===== config.mk =====
export PLATFORM = sky130hd
export DESIGN_NAME = pb_updown_decoder
export DESIGN_NICKNAME = d
export VERILOG_FILES = /design/src/rtl/pb_pkg.sv /design/src/rtl/pb_debounce.sv /design/src/rtl/pb_updown_decoder.sv
export SDC_FILE = /design/constraint.sdc
export NUM_CORES = 1
export LEC_CHECK = 0
export CORE_MARGIN = 2
export CORE_UTILIZATION = 48
export DETAILED_ROUTE_END_ITERATION = 6
export PLACE_DENSITY_LB_ADDON = 0.15
export SETUP_SLACK_MARGIN = 0.1
export SYNTH_ARGS = -nofsm -noshare
export SYNTH_HDL_FRONTEND = slang
export SYNTH_SLANG_ARGS = --single-unit

===== constraint.sdc =====
create_clock -name OSC_FPGA -period 2.09 [get_ports OSC_FPGA]
set_input_delay 0.627 -clock OSC_FPGA [delete_from_list [all_inputs] [get_ports OSC_FPGA]]
set_output_delay 0.627 -clock OSC_FPGA [all_outputs]
set_load 0.05 [all_outputs]

===== src/rtl/pb_pkg.sv =====
// rtl/pb_pkg.sv - shared types and constants for the pushbutton up/down decoder
// Holds the press/chord FSM state type, the button bit positions within PB,
// and the helper that derives the LEVEL reset (mid) value from its width.
package pb_pkg;

  typedef enum logic [1:0] {
    IDLE   = 2'd0,
    HOLD   = 2'd1,
    REPEAT = 2'd2,
    CHORD  = 2'd3
  } pb_state_e;

  localparam int PB_UP = 1;
  localparam int PB_DN = 0;

  // Mid-scale rate index: 2^(level_w-1).
  function automatic int level_mid(input int level_w);
    return 1 << (level_w - 1);
  endfunction

endpackage


===== src/rtl/pb_debounce.sv =====
// rtl/pb_debounce.sv - one-bit two-flop synchroniser plus debounce counter
// Ports:
//   clk        in   system clock, rising edge
//   rst_n      in   asynchronous active-low reset (debounce state only)
//   pb_raw     in   raw asynchronous button level
//   sync_level out  synchronised (not debounced) button level
//   stable     out  debounced button level
module pb_debounce #(
  parameter int DEBOUNCE_CYCLES = 8
) (
  input  logic clk,
  input  logic rst_n,
  input  logic pb_raw,
  output logic sync_level,
  output logic stable
);

  localparam int CNT_W = $clog2(DEBOUNCE_CYCLES + 1);
  localparam logic [CNT_W-1:0] CNT_MAX = CNT_W'(DEBOUNCE_CYCLES);

  logic             meta_q;
  logic             sync_q;
  logic             stable_q;
  logic [CNT_W-1:0] cnt_q;

  // The synchroniser is deliberately not reset so that it keeps tracking the
  // physical button through a reset; the decoder relies on that to recognise
  // a press that was already in progress when reset released.
  always_ff @(posedge clk) begin
    meta_q <= pb_raw;
    sync_q <= meta_q;
  end

  // Count cycles of disagreement; the level is accepted on the cycle the count
  // has already reached DEBOUNCE_CYCLES, so DEBOUNCE_CYCLES+1 consecutive
  // disagreeing samples are needed.
  always_ff @(posedge clk or negedge rst_n) begin
    if (!rst_n) begin
      stable_q <= 1'b0;
      cnt_q    <= '0;
    end else if (sync_q == stable_q) begin
      cnt_q <= '0;
    end else if (cnt_q == CNT_MAX) begin
      stable_q <= ~stable_q;
      cnt_q    <= '0;
    end else begin
      cnt_q <= cnt_q + 1'b1;
    end
  end

  assign sync_level = sync_q;
  assign stable     = stable_q;

endmodule


===== src/rtl/pb_updown_decoder.sv =====
// rtl/pb_updown_decoder.sv - pushbutton conditioner producing up/down/clear pulses and a rate level
// Optional feature macro: PB_AUTO_REPEAT_EN (auto-repeat while a button is held).
// Ports:
//   OSC_FPGA    in   system clock, rising edge
//   RESET_N     in   asynchronous active-low reset
//   PB[1:0]     in   raw buttons, active-high; PB[1]=UP, PB[0]=DOWN
//   UP_PULSE    out  one-cycle up command
//   DOWN_PULSE  out  one-cycle down command
//   CLEAR_PULSE out  one-cycle chord command
//   LEVEL       out  saturating rate index, reset to mid-scale
//   PB_STABLE   out  debounced button levels
module pb_updown_decoder
  import pb_pkg::*;
#(
  parameter int DEBOUNCE_CYCLES = 8,
  parameter int REPEAT_DELAY    = 32,
  parameter int REPEAT_PERIOD   = 8,
  parameter int LEVEL_W         = 3
) (
  input  logic               OSC_FPGA,
  input  logic               RESET_N,
  input  logic [1:0]         PB,
  output logic               UP_PULSE,
  output logic               DOWN_PULSE,
  output logic               CLEAR_PULSE,
  output logic [LEVEL_W-1:0] LEVEL,
  output logic [1:0]         PB_STABLE
);

  localparam logic [LEVEL_W-1:0] LEVEL_MID = LEVEL_W'(level_mid(LEVEL_W));
  localparam logic [LEVEL_W-1:0] LEVEL_MAX = {LEVEL_W{1'b1}};

  logic [1:0]         sync_level;
  logic [1:0]         stable;
  logic [1:0]         stable_d_q;
  logic [1:0]         lock_q;
  logic [1:0]         rise;
  pb_state_e          state_q, state_d;
  logic               dir_q, dir_d;
  logic               up_d, dn_d, clr_d;
  logic               other_rise;
  logic               held_level;
  logic [LEVEL_W-1:0] level_d;

  pb_debounce #(.DEBOUNCE_CYCLES(DEBOUNCE_CYCLES)) u_db_up (
    .clk        (OSC_FPGA),
    .rst_n      (RESET_N),
    .pb_raw     (PB[PB_UP]),
    .sync_level (sync_level[PB_UP]),
    .stable     (stable[PB_UP])
  );

  pb_debounce #(.DEBOUNCE_CYCLES(DEBOUNCE_CYCLES)) u_db_dn (
    .clk        (OSC_FPGA),
    .rst_n      (RESET_N),
    .pb_raw     (PB[PB_DN]),
    .sync_level (sync_level[PB_DN]),
    .stable     (stable[PB_DN])
  );

  // A button stays locked out after reset until it has been seen released, so
  // a press already held across reset never produces a command.
  always_ff @(posedge OSC_FPGA or negedge RESET_N) begin
    if (!RESET_N) begin
      stable_d_q <= 2'b00;
      lock_q     <= 2'b11;
    end else begin
      stable_d_q <= stable;
      lock_q     <= lock_q & sync_level;
    end
  end

  assign rise       = stable & ~stable_d_q & ~lock_q;
  assign other_rise = dir_q ? rise[PB_DN] : rise[PB_UP];
  assign held_level = dir_q ? stable[PB_UP] : stable[PB_DN];

`ifdef PB_AUTO_REPEAT_EN
  localparam int RPT_W = $clog2(REPEAT_DELAY + REPEAT_PERIOD + 1);
  localparam logic [RPT_W-1:0] RPT_DELAY_LAST  = RPT_W'(REPEAT_DELAY - 1);
  localparam logic [RPT_W-1:0] RPT_PERIOD_LAST = RPT_W'(REPEAT_PERIOD - 1);

  logic [RPT_W-1:0] rpt_q, rpt_d;
  logic             rpt_due;

  assign rpt_due = (state_q == HOLD) ? (rpt_q == RPT_DELAY_LAST)
                                     : (rpt_q == RPT_PERIOD_LAST);

  always_ff @(posedge OSC_FPGA or negedge RESET_N) begin
    if (!RESET_N) rpt_q <= '0;
    else          rpt_q <= rpt_d;
  end
`else
  logic unused_repeat_cfg;
  assign unused_repeat_cfg = ^{REPEAT_DELAY, REPEAT_PERIOD};
`endif

  always_comb begin
    state_d = state_q;
    dir_d   = dir_q;
    up_d    = 1'b0;
    dn_d    = 1'b0;
    clr_d   = 1'b0;
    case (state_q)
      IDLE: begin
        if (rise == 2'b11) begin
          clr_d   = 1'b1;
          state_d = CHORD;
        end else if (rise[PB_UP]) begin
          up_d    = 1'b1;
          dir_d   = 1'b1;
          state_d = HOLD;
        end else if (rise[PB_DN]) begin
          dn_d    = 1'b1;
          dir_d   = 1'b0;
          state_d = HOLD;
        end
      end
      HOLD, REPEAT: begin
        // Chord beats release, release beats the repeat timer.
        if (other_rise) begin
          clr_d   = 1'b1;
          state_d = CHORD;
        end else if (!held_level) begin
          state_d = IDLE;
        end
`ifdef PB_AUTO_REPEAT_EN
        else if (rpt_due) begin
          up_d    = dir_q;
          dn_d    = ~dir_q;
          state_d = REPEAT;
        end
`endif
      end
      CHORD: begin
        if (stable == 2'b00) state_d = IDLE;
      end
      default: state_d = IDLE;
    endcase
`ifdef PB_AUTO_REPEAT_EN
    // Restart the timer on every state change and after every repeat pulse.
    if ((state_d == state_q) && !(up_d || dn_d) &&
        ((state_q == HOLD) || (state_q == REPEAT)))
      rpt_d = rpt_q + 1'b1;
    else
      rpt_d = '0;
`endif
  end

  always_comb begin
    level_d = LEVEL;
    if (clr_d)                             level_d = LEVEL_MID;
    else if (up_d && (LEVEL != LEVEL_MAX)) level_d = LEVEL + 1'b1;
    else if (dn_d && (LEVEL != '0))        level_d = LEVEL - 1'b1;
  end

  always_ff @(posedge OSC_FPGA or negedge RESET_N) begin
    if (!RESET_N) begin
      state_q     <= IDLE;
      dir_q       <= 1'b0;
      UP_PULSE    <= 1'b0;
      DOWN_PULSE  <= 1'b0;
      CLEAR_PULSE <= 1'b0;
      LEVEL       <= LEVEL_MID;
    end else begin
      state_q     <= state_d;
      dir_q       <= dir_d;
      UP_PULSE    <= up_d;
      DOWN_PULSE  <= dn_d;
      CLEAR_PULSE <= clr_d;
      LEVEL       <= level_d;
    end
  end

  assign PB_STABLE = stable;

endmodule


## Word-level counts from Yosys, hierarchy flattened

Cells that the tools add are included.

- Add/sub/neg operators: 4
- Equality and inequality tests: 12
- Muxes and demuxes: 28
- Bitwise gates (word level): 10
- Reductions and logical operators: 12

Operator list:

| operator | number |
|---|---|
| two-way mux 4 bit | 4 |
| two-way mux 1 bit | 13 |
| two-way mux 2 bit | 6 |
| two-way mux 3 bit | 3 |
| adder 4 x 1 -> 4 bit (second input constant) | 2 |
| == test 4 bit (second input constant) | 2 |
| bitwise AND 2 bit | 3 |
| == test 2 bit (second input constant) | 3 |
| != test 3 bit (second input constant) | 2 |
| one-hot mux 2 bit (3 select lines) | 1 |
| AND reduction 3 bit | 2 |
| nonzero test 3 bit | 2 |
| inverter 1 bit | 5 |
| logical NOT 2 bit | 2 |
| != test 4 bit (second input constant) | 1 |
| inverter 2 bit | 2 |
| AND reduction 2 bit | 2 |
| adder 3 x 1 -> 3 bit (second input constant) | 1 |
| subtractor 3 x 1 -> 3 bit (second input constant) | 1 |
| == test 1 bit | 2 |
| == test 2 x 1 -> 1 bit (second input constant) | 1 |
| logical AND 1 bit | 2 |
| != test 2 bit (second input constant) | 1 |
| one-hot mux 1 bit (2 select lines) | 1 |
| 2 further kinds | 2 |

- Bits in registers: 27
- Input bits: 4
- Logic and storage cells: 82

## Longest topological paths before layout

Gate-level depths: netlist of the first run.

- Depth after elaboration: 11
- Gate-level depth with buffers: 9
- Mapped depth without buffers: 9

## Modules after synthesis

A second synthesis of the first run with hierarchy kept.

- Cell total of the unflattened synthesis: 128
- Area, all modules: 1358.8 µm²

Modules (own cells, without submodules):

| module | instances | cells each | area each (µm²) |
|---|---|---|---|
| pb_updown_decoder | 1 | 76 | 773.2 |
| pb_debounce | 2 | 26 | 292.8 |

## Worst setup path after synthesis of the first run

No wires, ideal clock.

- Kind: register -> register
- Start point: reg u_db_dn.stable_q, in the netlist u_db_dn.stable
- End point: reg LEVEL[2]
- Setup time: 0.088 ns
- Arrival: 2.164 ns
- Data required time: 2.002 ns
- Path slack: -0.162 ns
- Stages on the path, launching flop included: 10
- Buffers on the path: 0
- Path through: dfrtp_1 > nor3b_1 > inv_1 > ha_1 > nand2_1 > nor2b_1 > fa_1 > o21ai_0 > a41oi_1 > or3_1

- Cells in the longest elaborated chain, start to end: 8
- Elaborated cells between the ends (all ways): 18
- Those cells by class: eq/ne: 1; mux: 12; bitwise: 2; reduce/logical: 3

RTL lines:

| what | RTL line | text |
|---|---|---|
| start, declared | pb_debounce.sv:23 | `logic stable_q;` |
| start signal, assigned | pb_debounce.sv:44 | `stable_q <= ~stable_q;` |
| bitwise AND 2 bit * (2 in a row) | pb_updown_decoder.sv:73 | `assign rise = stable & ~stable_d_q & ~lock_q;` |
| == test 2 bit / two-way mux 1 bit (equally long branches) | pb_updown_decoder.sv:105, pb_updown_decoder.sv:112 |  |
| two-way mux 1 bit (on tied branches) | pb_updown_decoder.sv:105, pb_updown_decoder.sv:108 |  |
| two-way mux 1 bit (on tied branches) | pb_updown_decoder.sv:103, pb_updown_decoder.sv:105 |  |
| logical AND 1 bit / two-way mux 1 bit (equally long branches) | pb_updown_decoder.sv:152, pb_updown_decoder.sv:103 |  |
| two-way mux 3 bit / logical AND 1 bit (equally long branches) | pb_updown_decoder.sv:152, pb_updown_decoder.sv:153 |  |
| two-way mux 3 bit / nonzero test 3 bit (equally long branches) | -- |  |
| end signal, assigned | pb_updown_decoder.sv:170 | `LEVEL <= level_d;` |
| end, declared | pb_updown_decoder.sv:26 | `output logic [LEVEL_W-1:0] LEVEL,` |

Every way passes the cells marked *; elsewhere a longest branch is shown, timed or not.
A chain may end at the register's enable or synchronous reset.

## Final worst setup path of the first run

- Start point: reg stable_d_q[0]
- End point: reg LEVEL[2]

- Cells in the longest elaborated chain, start to end: 9
- Elaborated cells between the ends (all ways): 19
- Those cells by class: eq/ne: 1; mux: 12; bitwise: 3; reduce/logical: 3

RTL lines:

| what | RTL line | text |
|---|---|---|
| start, declared | pb_updown_decoder.sv:35 | `logic [1:0] stable_d_q;` |
| start signal, assigned | pb_updown_decoder.sv:68 | `stable_d_q <= stable;` |
| inverter 2 bit * | pb_updown_decoder.sv:73 |  |
| bitwise AND 2 bit * (2 in a row) | pb_updown_decoder.sv:73 |  |
| == test 2 bit / two-way mux 1 bit (equally long branches) | pb_updown_decoder.sv:105, pb_updown_decoder.sv:112 |  |
| two-way mux 1 bit (on tied branches) | pb_updown_decoder.sv:105, pb_updown_decoder.sv:108 |  |
| two-way mux 1 bit (on tied branches) | pb_updown_decoder.sv:103, pb_updown_decoder.sv:105 |  |
| logical AND 1 bit / two-way mux 1 bit (equally long branches) | pb_updown_decoder.sv:152, pb_updown_decoder.sv:103 |  |
| two-way mux 3 bit / logical AND 1 bit (equally long branches) | pb_updown_decoder.sv:152, pb_updown_decoder.sv:153 |  |
| two-way mux 3 bit / nonzero test 3 bit (equally long branches) | -- |  |

Marked as above.

==> summary.md, run 1 <==
| Metric | Value |
|---|---|
| Ports | `12` |
| Clock buffer depth | `2` |
| Final setup viols | `0` |
| Leading post-synthesis cells by cell area | `dfrtp_1, ha_1, dfxtp_1` |
| Syn_nets | `141` |
| CP endpoint kind | `flop` |
| Layout filler cell count | `235` |
| Ant diodes | `0` |
| Initial antenna violation count | `0` |
| Dominant register cell in the synthesized netlist | `dfrtp_1` |
| Cells on worst reg2reg path | `9` |
| # H-tree levels | `1` |
| Multi-input logic area | `691 um^2` |
| Largest family of logic cells by synthesized area | `simple AND/OR/NAND/NOR gates` |
| Non-filler cells in the finished layout | `177` |
| Delay-heaviest family, CP | `simple AND/OR/NAND/NOR gates` |
| Clk_lat worst skew | `0.31 ns` |
| Reg2Reg Setup Slack | `0.18 ns` |
| Ratio of cells with drive above 1 in the final layout | `25.3%` |
| Final WL | `2290 um` |
| WHS | `0.344 ns` |
| Mapped cell area | `0.00137 mm^2` |
| Layout Nets | `163` |
| Fraction of the yosys area taken by sequential cells | `48.2%` |
| Post-synthesis adder-cell area fraction | `11.5%` |
| Reg-to-reg endpoint | `LEVEL[2]` |
| Worst hold path class | `reg -> reg` |
| CTS Sinks | `27` |
| Setup Crit Path Kind | `reg -> reg` |
| RSZ-0062 raised after global routing | `true` |
| Port buffer count | `11` |
| Post-synth top area cell | `dfrtp_1` |
| Leakage | `0.759 nW` |
| Fin crit share | `91.6%` |
| Critical path depth in cells | `9` |
| Top-area cell type share of the netlist area | `36.6%` |
| Dpl cell area | `0.00157 mm^2` |
| Library cells used by synthesis | `35` |
| Synth Area in Compound Gates | `10.3%` |
| Power, Total | `1.61 mW` |
| CTS tree | `done` |
| Drt wl/cell | `12.9 um` |
| Row count | `19` |
| Reg area | `659 um^2` |
| TritonCTS Buffers | `3` |
| Hold buffers post-CTS | `0` |
| Required time of the worst setup path | `2.35 ns` |
| Gpl congestion | `0.842` |
| Worst r2r src | `stable_d_q[0]` |
| Largest fanout on the critical path | `4` |
| Root Buffer | `clkbuf_4` |
| Critical Path Start | `stable_d_q[0]` |
| Final instance area | `0.00164 mm^2` |
| Largest net degree at the start of global routing | `24` |
| Grt total ovfl | `0` |
| WP data arrival | `2.17 ns` |
| Vias in the first global route | `967` |
| Peak supply drop | `0.850 mV` |
| Total global-route track usage | `16.5%` |
| Critical Path Sink | `LEVEL[2]` |
| Final-report hold violation count | `0` |
| Avg Inst Size Synth | `10.9 um^2` |
| Run status | `finished, final reports clean` |
| Worst setup SP type | `flop` |
| Worst Path Buf+Inv | `1` |
| Die ar. | `0.00329 mm^2` |
| Max Slew Vio Count | `0` |
| Slowest-stage cell, CP | `dfrtp_1` |
| DP Wirelength | `1690 um` |
| Cell area power density | `981 mW/mm^2` |
| Relative slew margins | `67.5%` |
| Layout area overhead | `19.8%` |
| Max cap viols | `0` |
| Horiz. Die Dim | `57.4 um` |
| Drt first pass iters | `4` |
| CP Cell Sequence | `nor3b_4 -> inv_2 -> ha_4 -> nand2_4 -> nor2b_2 -> fa_2 -> o21ai_2 -> o22ai_1 -> or3_1` |
| Syn Inst Count | `125` |
| Post-DR vias/cell | `5.25` |
| EDFF count, synth | `0` |
| Clock transition at path regs | `0.14 ns` |
| Async S/R FF share, synth | `85.2%` |
| Slowest cell delay on critical path | `0.43 ns` |
| Yosys warnings | `0` |
| Chip Height | `57.4 um` |
| First-pass GRT wire length | `4160 um` |
| Post-synthesis mux area share | `5.49%` |
| Hold Path Stages | `0` |
| Synth Register Bits | `27` |
| DR vias | `929` |
| Residual DRC | `0` |
| Antenna Nets Post-Route | `0` |
| Number of cells after detailed placement | `169` |
| DR iter-0 viols | `17` |
| Worst-Margin Slew | `0.489 ns` |
| Initial Util | `50.0%` |
| Setup Skew | `0.00355 ns` |
| Fin crit period | `1.91 ns` |
| XOR/XNOR Fraction of Synth Area | `3.20%` |
| Core box area | `0.00273 mm^2` |
| Post-Synth Simple-Gate Area | `16.2%` |
| Most common cell in the netlist | `dfrtp_1` |
| Setup TNS | `0 ns` |
| Most instantiated cells after synthesis | `dfrtp_1, inv_1, ha_1, nor2_1` |
| FMAX | `523 MHz` |
per-layer routing:
layer	vias up	track usage [%]	routed length (um)
met5	-	0	0
met1	446	20.3	1040
li1	461	-	-
met3	4	3.85	101
met4	0	8.31	36
met2	18	27.1	1110
cells by family (layout without fill, tap and decap cells):
group | count (synthesis) | count (layout)
and+or+nand+nor | 36 | 36
AOI/OAI and AO/OA | 22 | 22
muxes | 7 | 7
adders and majority gates | 12 | 12
DFF | 27 | 27
buffers and inverters | 16 | 37
xor gates and xnor gates | 5 | 5
final cells by class:
class,instances,share of cell area (%)
Clock buffer,3,1.38
Clock inverter,1,0.306
Inverter,13,2.98
Multi-Input combinational cell,82,42.2
Sequential cell,27,40.3
Tap cell,31,2.37
Timing Repair Buffer,20,10.5
worst min-delay path by stage:
stage	from	end	slack (ns)
after floorplan	u_db_dn.meta_q	u_db_dn.sync_level	0.31
after global placement	u_db_dn.meta_q	u_db_dn.sync_level	0.31
after detailed placement	u_db_dn.meta_q	u_db_dn.sync_level	0.31
after CTS	u_db_dn.meta_q	u_db_dn.sync_level	0.35
after global routing	u_db_dn.meta_q	u_db_dn.sync_level	0.35
final	u_db_dn.meta_q	u_db_dn.sync_level	0.34
metrics by stage:
step | worst slack [ns] | utilization (%)
after floorplan | 0.101 | -
after global placement | 0.123 | 57.3
after detailed placement | 0.0499 | 57.3
after CTS | 0.115 | 59.5
after global routing | 0.0489 | 59.9
final | 0.177 | 59.9
state kept, by name, summed over array words and instances (netlist names):
name                count
lock_q                  2
u_db_up.meta_q          1
stable_d_q              2
u_db_up.cnt_q           4
LEVEL                   3
dir_q                   1
u_db_dn.cnt_q           4
UP_PULSE                1
DOWN_PULSE              1
u_db_dn.meta_q          1
u_db_up.stable          1
u_db_dn.stable          1
u_db_up.sync_level      1
CLEAR_PULSE             1
u_db_dn.sync_level      1
state_q                 2
where the power goes:
group          internal [mW]  switching [mW]
Sequential             0.609          0.0845
Combinational          0.301           0.396
Clock                 0.0716           0.144
Total                  0.982           0.625
cell usage in the layout (no fill, tap or decap), drive strengths merged, types with 4 or more instances in the layout:
cell,Yosys,routed
dfrtp,20,20
buf,3,15
inv,13,13
ha,11,11
nor2,10,10
o21ai,9,9
nand2,8,8
xnor2,5,5
a21oi,5,5
dfxtp,4,4
nor3b,4,4
mux2,4,4
worst register-to-register path: cells and delay by family, from the launching register on:
kind	cells	cell delay (ns)
simple gates	4	0.66
fa+ha+maj	2	0.54
flops	1	0.43
compound gates	2	0.15
buf+inv	1	0.08
timing repair:
action                     in CTS  in global routing
setup buffers                   3                  1
setup endpoints to repair       4                  4
gates resized for setup         6                  1
pin swaps                       4                  3
Note: power is estimated with default switching activity, not from simulation.
==> inputs of run 2 (changes only) <==
TNS_END_PERCENT = 20   (was not set)
==> run 2 against run 1 <==
Net effect: final area up 0.31%; register-to-register slack got worse by 0.14 ns; clock power barely moved; combinational power grew 1%; fmax shrank 6.8%; via count is 0.22% lower; first-iteration DRC count up 24%; worst setup slack worse by 0.14 ns; critical path depth did not move; critical endpoint unchanged; largest cell class unchanged.
==> summary.md, run 2 (synthesis gave the netlist of run 1 again) <==
| Metric | Value |
|---|---|
| DR iter-0 viols | `21` |
| Most frequent cells in the layout | `dfrtp_1, buf_4, inv_1, nor2_1, ha_1` |
| RSZ-0062 raised after global routing | `true` |
| Required time of the worst setup path | `2.34 ns` |
| WHS | `0.344 ns` |
| Ratio of cells with drive above 1 in the final layout | `25.3%` |
| Clock power frac | `13.3%` |
| Peak supply drop | `0.829 mV` |
| Layout area overhead | `20.1%` |
| Logic pwr share | `43.7%` |
| Top flop regs | `u_db_dn.cnt_q (4), u_db_up.cnt_q (4), LEVEL (3)` |
| Net Sw Frac | `39.2%` |
| Run status | `finished, final reports clean` |
| Grt total ovfl | `0` |
| Flop pwr share | `43.0%` |
| Ports | `12` |
| Final setup viols | `0` |
| Grt peak-use layer | `met2` |
| DR vias | `927` |
| Clock buffer depth | `2` |
| P_int | `0.984 mW` |
| Fin crit share | `98.3%` |
| Non-filler cells in the finished layout | `177` |
| Residual DRC | `0` |
| CTS tree | `done` |
| CTS Sinks | `27` |
| Worst-Margin Slew | `0.489 ns` |
| DP Wirelength | `1690 um` |
| Initial antenna violation count | `0` |
| Relative slew margins | `67.5%` |
| GR met1 Demand/Resource | `19.3%` |
| Setup Crit Path Kind | `reg -> reg` |
| Switch Pwr | `0.634 mW` |
| Row count | `19` |
| Largest fanout on the critical path | `4` |
| Clk_lat worst skew | `0.31 ns` |
| Commonest non-fill, non-tap cell in the layout | `dfrtp_1` |
| Layout Nets | `163` |
| Setup TNS | `0 ns` |
| Drt first pass iters | `4` |
| Setup Skew | `0.00142 ns` |
| Antenna Nets Post-Route | `0` |
| Post-DR vias/cell | `5.24` |
| Max cap viols | `0` |
| Met3 usage | `3.85%` |
| Place WS | `0.0499 ns` |
| Met2 usage in global routing | `26.3%` |
| Root Buffer | `clkbuf_4` |
| Final worst slack | `0.0360 ns` |
| Drt wl/cell | `13.4 um` |
| Horiz. Die Dim | `57.4 um` |
| Initial Util | `50.0%` |
| Worst hold path class | `reg -> reg` |
| Leakage | `0.766 nW` |
| Die ar. | `0.00329 mm^2` |
| Chip Height | `57.4 um` |
| Total global-route track usage | `15.8%` |
| Final WL | `2380 um` |
| Core box area | `0.00273 mm^2` |
| Ant diodes | `0` |
| FMAX | `487 MHz` |
| Port buffer count | `11` |
| WP data arrival | `2.31 ns` |
| Layout filler cell count | `232` |
| Cell area power density | `985 mW/mm^2` |
| Gpl congestion | `0.842` |
| Largest net degree at the start of global routing | `24` |
| TritonCTS Buffers | `3` |
| Fin crit period | `2.05 ns` |
| CP endpoint kind | `flop` |
| Worst setup SP type | `flop` |
| Clock transition at path regs | `0.13 ns` |
| Number of cells after detailed placement | `169` |
| Final-report hold violation count | `0` |
| First-pass GRT wire length | `4020 um` |
| Max Slew Vio Count | `0` |
| # H-tree levels | `1` |
| Vias in the first global route | `946` |
-- run 2: timing repair --
| item | CTS | global route |
|---|---|---|
| pin swaps | 1 | 5 |
| hold buffers | 0 | 0 |
| gates resized for setup | 3 | 5 |
| buffers inserted | 0 | 4 |
| cloned | 0 | 0 |
| endpoints found under the hold margin | 0 | 0 |
| endpoints found under the setup margin | 4 | 3 |
-- run 2: path summary, 6_finish.rpt --
kind                           startpoint  cells past startpoint                  to  slack [ns]
hold / removal             u_db_dn.meta_q                      0  u_db_dn.sync_level        0.34
setup / recovery            stable_d_q[0]                      9            LEVEL[2]        0.04
min in group asynchronous         RESET_N                      2          state_q[1]        0.64
setup reg to reg            stable_d_q[0]                      9            LEVEL[2]        0.04
max in group asynchronous         RESET_N                      2           lock_q[0]        1.17
hold reg to reg            u_db_dn.meta_q                      0  u_db_dn.sync_level        0.34
-- run 2: per-stage QoR --
stage | utilization [%] | total power, mW | area, um^2
after CTS | 58.4 | 1.60 | 1600
final | 60.1 | 1.62 | 1640
after detailed placement | 57.3 | 1.37 | 1570
after global placement | 57.3 | 1.36 | 1570
after global routing | 60.1 | 1.74 | 1640
after floorplan | - | 1.16 | 1400
-- run 2: power groups by stage --
stage / sequential (mW) / clock, mW / combinational (mW)
finish: 0.696 / 0.215 / 0.707
detailed placement: 0.699 / 0 / 0.673
global placement: 0.694 / 0 / 0.661
floorplan: 0.804 / 0 / 0.358
global route: 0.711 / 0.251 / 0.775
CTS: 0.690 / 0.229 / 0.678
-- run 2: area by class of cell --
type	count	area [um^2]	area share, %
multi-input combinational	82	696	42.3
sequential	27	659	40.1
timing repair buffer	20	173	10.5
inverter	13	48.8	2.97
tap	31	38.8	2.36
clock buffer	3	22.5	1.37
clock inverter	1	5.00	0.305
-- run 2: metal layers --
layer	part of all wire, %	vias up	routed length [um]
met5	0	-	0
met4	0.72	0	17
met3	3.5	2	83
met2	51	12	1210
met1	45	451	1070
li1	-	462	-
-- run 2: critical path, cell delays in order, from the launching register on --
cell	delay, ns
dfrtp_1	0.43
nor3b_4	0.24
inv_2	0.08
ha_4	0.18
nand2_4	0.08
nor2b_4	0.05
fa_2	0.39
o21ai_2	0.07
o22ai_1	0.10
or3_1	0.36
==> inputs of run 3 (changes only) <==
GPL_ROUTABILITY_DRIVEN = 1   (was not set)
==> results of run 3 <==
Final layout, timing and power as in run 2 (identical DEF).
